--- src/rtl/piso_serializer.sv ---
// Parallel-in, serial-out transmitter: accepts a WIDTH-bit word on a
// valid/ready handshake and drives it LSB-first, one bit per clock.
// A word offered during the last bit of the current word is taken at once,
// which allows back-to-back words with no idle cycle between them.
module piso_serializer #(
    parameter int unsigned WIDTH      = 4,
    parameter bit          IDLE_LEVEL = 1'b0
) (
    input  logic             clk,
    input  logic             rst,
    input  logic [WIDTH-1:0] din,
    input  logic             load_valid,
    output logic             load_ready,
    output logic             sout,
    output logic             sout_valid,
    output logic             busy,
    output logic             done
);

    localparam int unsigned CW = (WIDTH > 1) ? $clog2(WIDTH) : 1;
    localparam logic [CW-1:0] LAST = CW'(WIDTH - 1);

    typedef enum logic {
        IDLE  = 1'b0,
        SHIFT = 1'b1
    } state_t;

    state_t           state_q, state_d;
    logic [WIDTH-1:0] shreg_q, shreg_d;
    logic [CW-1:0]    cnt_q, cnt_d;
    logic             sout_q, sout_d;
    logic             sout_valid_q, sout_valid_d;
    logic             busy_q, busy_d;
    logic             done_q, done_d;

    // Ready while idle or while the last bit of a word is on the line.
    assign load_ready = (state_q == IDLE) || (cnt_q == LAST);

    // Next-state and next-output decode; outputs follow the next state so
    // they are registered and never depend on din or load_valid directly.
    always_comb begin
        state_d = state_q;
        shreg_d = shreg_q;
        cnt_d   = cnt_q;
        if (load_valid && load_ready) begin
            state_d = SHIFT;
            shreg_d = din;
            cnt_d   = '0;
        end else if (state_q == SHIFT) begin
            if (cnt_q == LAST) begin
                state_d = IDLE;
            end else begin
                shreg_d = shreg_q >> 1;
                cnt_d   = cnt_q + CW'(1);
            end
        end
        sout_d       = (state_d == SHIFT) ? shreg_d[0] : IDLE_LEVEL;
        sout_valid_d = (state_d == SHIFT);
        busy_d       = (state_d == SHIFT);
        done_d       = (state_d == SHIFT) && (cnt_d == LAST);
    end

    // State, datapath and output registers with synchronous reset.
    always_ff @(posedge clk) begin
        if (rst) begin
            state_q      <= IDLE;
            shreg_q      <= '0;
            cnt_q        <= '0;
            sout_q       <= IDLE_LEVEL;
            sout_valid_q <= 1'b0;
            busy_q       <= 1'b0;
            done_q       <= 1'b0;
        end else begin
            state_q      <= state_d;
            shreg_q      <= shreg_d;
            cnt_q        <= cnt_d;
            sout_q       <= sout_d;
            sout_valid_q <= sout_valid_d;
            busy_q       <= busy_d;
            done_q       <= done_d;
        end
    end

    assign sout       = sout_q;
    assign sout_valid = sout_valid_q;
    assign busy       = busy_q;
    assign done       = done_q;

endmodule

--- config.mk ---
export PLATFORM = sky130hd
export DESIGN_NAME = piso_serializer
export DESIGN_NICKNAME = d
export VERILOG_FILES = /design/src/rtl/piso_serializer.sv
export SDC_FILE = /design/constraint.sdc
export NUM_CORES = 1
export LEC_CHECK = 0
export BUFFER_PORTS_ARGS = -buffer_cell sky130_fd_sc_hd__buf_4
export CAP_MARGIN = 0
export CELL_PAD_IN_SITES_DETAIL_PLACEMENT = 2
export CELL_PAD_IN_SITES_GLOBAL_PLACEMENT = 2
export CORE_MARGIN = 2
export CORE_UTILIZATION = 25
export CTS_CLUSTER_DIAMETER = 120
export DETAILED_ROUTE_END_ITERATION = 10
export PLACE_DENSITY = 0.8
export SETUP_SLACK_MARGIN = 0.15
export SYNTH_ARGS = -nofsm -noshare
export SYNTH_HDL_FRONTEND = slang
export SYNTH_SLANG_ARGS = --single-unit
--- constraint.sdc ---
create_clock -name clk -period 1.1 [get_ports clk]
set_input_delay 0.22 -clock clk [delete_from_list [all_inputs] [get_ports clk]]
set_output_delay 0.22 -clock clk [all_outputs]
set_load 0.05 [all_outputs]
Word level (Yosys, flattened, before mapping):

Cells that the tools add are included.

* register bits: 9
* input port bits: 7
* output and inout port bits: 5
* word-level logic and storage cells: 27

* add/subtract/negate cells: 1
* eq/ne operators: 3
* muxes and demuxes: 9
* bitwise operators: 2
* reduce and logical (&&, ||, !) cells: 6

Operators with widths (number)
* two-way mux 4 bit: 3
* two-way mux 2 bit: 3
* equality test 2 bit (second input constant): 2
* two-way mux 1 bit: 3
* adder 2 x 1 -> 2 bit (second input constant): 1
* logical AND 1 bit: 2
* != test 2 x 1 -> 1 bit (second input constant): 1
* inverter 1 bit: 2
* AND reduction 2 bit: 1
* nonzero test 2 bit: 1
* OR reduction 2 bit: 1
* logical OR 1 bit: 1

Longest topological paths before layout:

* word-level depth: 6
* depth in mapped cells: 4
* gate-level depth less buffers: 4

Worst setup path before layout:

No wires, ideal clock.

* path kind: reg-to-reg
* start: register busy (netlist name)
* end: register shreg_q[1]
* library setup time: 0.131 ns
* arrival: 1.276 ns
* required time: 0.969 ns
* slack: -0.307 ns
* cell stages (with the launch flop): 5
* path buffers: 0
* period minus slack after synthesis: 1.407 ns
* cell sequence: dfxtp_1 -> a21boi_4 -> inv_4 -> nor2_1 -> a211oi_2

RTL lines
* end signal, assigned: line 75 `shreg_q <= shreg_d;`
* end, declared: line 29 `logic [WIDTH-1:0] shreg_q, shreg_d;`

==> metrics <==
status=finished with violations; failing checks=negative setup slack; Power Internal=0.547 mW; initial DRC count=1; post-route ant nets=0; Layout Nets=a little under 60; Least-Margin Pin Slew=0.242 ns; # diodes=0; CP max-delay cell=dfxtp_4; crit path kind=reg2out; TritonCTS Buffers=3; Syn Std Cell Area=roughly 340 um^2; most frequent cells in the layout=9 x buf_4, 6 x buf_8; hpwl dp=743 um; power share of the clock group=31.5%; FP Rows=13; crit-path max FO=2; Reg area=171 um^2; Tmin final=between 1 and 1.5 ns; DRT Wirelength=between 900 and 1000 um; global route overflow=0; unrepaired setup endpoints after global routing=true; vias in the first global route=325; Net Sw Frac=29.7%; worst hold path startpoint=rst; DIE AREA=1680 um^2; initial core utilization=26.6%; Worst EP arrival=1.02 ns; largest net degree at the start of global routing=9; via count=298; most common cell after layout, fill and taps aside=buf_4; top post-synthesis cells by area=dfxtp_1 47%, mux2i_1 8.8%, a211oi_2 7.3%; DR vias/cell=4.58; die height=41.0 um; Synth Register Bits=8; global-route wire length before repair=1520 um; RR Startpoint=busy; Critical Path RT=a little under 0.9 ns; final hold slack=between 0.15 and 0.2 ns; Top-Level Pins=12; WL/cell=15.4 um; Final setup viols=6; Flop pwr share=a little over two fifths; Pins Over Slew Limit=0; post-synthesis sequential area ratio=between 40% and 50%; hold violation count in the final report=0; critical path's largest stage delay=0.35 ns; Chip Width=41.0 um; port buffer count=11; synthesis-to-layout area growth=75.8%; worst-case vdd ir drop=0.767 mV; post-synthesis instance total=33; HP Class=in2reg; fin util=46.7%; max_slew headroom=83.4%; crit-path cells=a21boi_4 > inv_6 > buf_8; drt first pass iters=2; Reg2Reg Capture Point=shreg_q[2]; Buf/Inv on CP=2; top-area cell type share of the netlist area=46.9%; Worst Skew=0.0101 ns; Worst Reg-to-Reg Cells=6; routability cong.=about 0.70; worst skew pair latency=0.26 ns; DR DRC count=0; gr usage total=15.6%; Leak=0.244 nW; number of fillers in the final layout=130; Final WS setup=-0.137 ns; Max Freq=808 MHz; multi-input logic area=203 um^2; share of cells above drive strength 1=74.0%; core area=1280 um^2; Max clock buf depth=2; flop-to-flop setup slack=-0.06 ns; Pwr Density=between 1000 and 1500 nW/um^2; Clock Pin Slew Worst Setup and Hold Paths=0.06 ns; number of max-cap violations=0; Hold Path Stages=2; CTS tree=yes; Syn Nets=40; crit end category=primary output; # clock sinks=8; cell accounting for the most synthesized area=dfxtp_1; combinational group share of total power=between 20% and 30%; NetSw=~0.23 mW; Distinct cells, synth=17; hold endpoint=busy; worst slack, placed=-0.0175 ns; root buffer cell=clkbuf_4; initial antenna violation count=0; Ys Warns=0; H-Tree Depth=1; Mapped Avg Cell Area=slightly above 10 um^2; final worst path period share=112%; family with the most delay on the worst path=flip-flops; CP startpoint kind=flip-flop
-- cell families after synthesis --
kind of cell / synth area share (%)
buf+inv: 9.52
simple gates: 13.6
mux: 8.79
compound gates: 21.2
flops: 46.9
-- per-layer routing --
metal  vias to the layer above  wire length, um  GRT usage [%]
li1                        148                -              -
met1                       143              361           15.1
met2                         7              593           28.1
met3                         0               43           9.78
met4                         0                0           2.50
met5                         -                0              0
-- state kept, by name, indices dropped and copies added, names as in the netlist --
| signal | count |
|---|---|
| busy | 1 |
| cnt_q | 2 |
| shreg_q | 3 |
| done | 1 |
| sout | 1 |
-- timing repair --
action | CTS | global route
setup endpoints to repair | 9 | 12
hold buffers | 0 | 0
pin swaps | 2 | 4
setup buffers | 3 | 0
resized for setup | 12 | 12
-- cells in the mapped netlist --
cell,instances
a21oi_1,4
buf_6,1
buf_4,1
nand2_1,1
nor3b_1,1
dfxtp_1,8
mux2i_1,3
inv_1,1
a311oi_1,1
nand3_1,2
a211oi_2,2
nand2b_1,2
nor2_1,2
nor3_1,1
inv_4,1
clkbuf_1,1
a21boi_4,1
-- worst max path at each step --
stage / start / slack (ns) / endpoint / cells after the start
4_1_cts: busy / -0.14 / load_ready / 3
3_5_place_dp: cnt_q[1] / -0.02 / shreg_q[2] / 5
6_report: busy / -0.14 / load_ready / 3
3_3_place_gp: cnt_q[0] / 0.1 / load_ready / 3
2_1_floorplan: busy / 0.02 / shreg_q[1] / 4
5_1_grt: busy / -0.17 / load_ready / 3
-- stage by stage --
step,setup TNS (ns),power [mW],area [um^2],std cells
finish,-0.539,0.778,601,65
global route,-0.747,0.826,601,65
CTS,-0.506,0.759,548,65
detailed placement,-0.0175,0.485,462,58
global placement,0,0.473,462,58
floorplan,0,0.434,368,33
-- power groups by stage --
stage	sequential (mW)	combinational (mW)	clock, mW
6_report	0.325	0.208	0.245
5_1_grt	0.327	0.221	0.278
4_1_cts	0.324	0.187	0.249
3_5_place_dp	0.329	0.156	0
3_3_place_gp	0.327	0.146	0
2_1_floorplan	0.346	0.0882	0
-- layout make-up --
class | count | area share (%)
clock buffers | 4 | 4.38
flip-flops and latches | 8 | 28.5
inverters | 2 | 2.08
repair buffers | 16 | 28.1
multi-input cells | 20 | 33.7
well taps | 15 | 3.13
No activity file was read; power rests on OpenSTA's default activity.
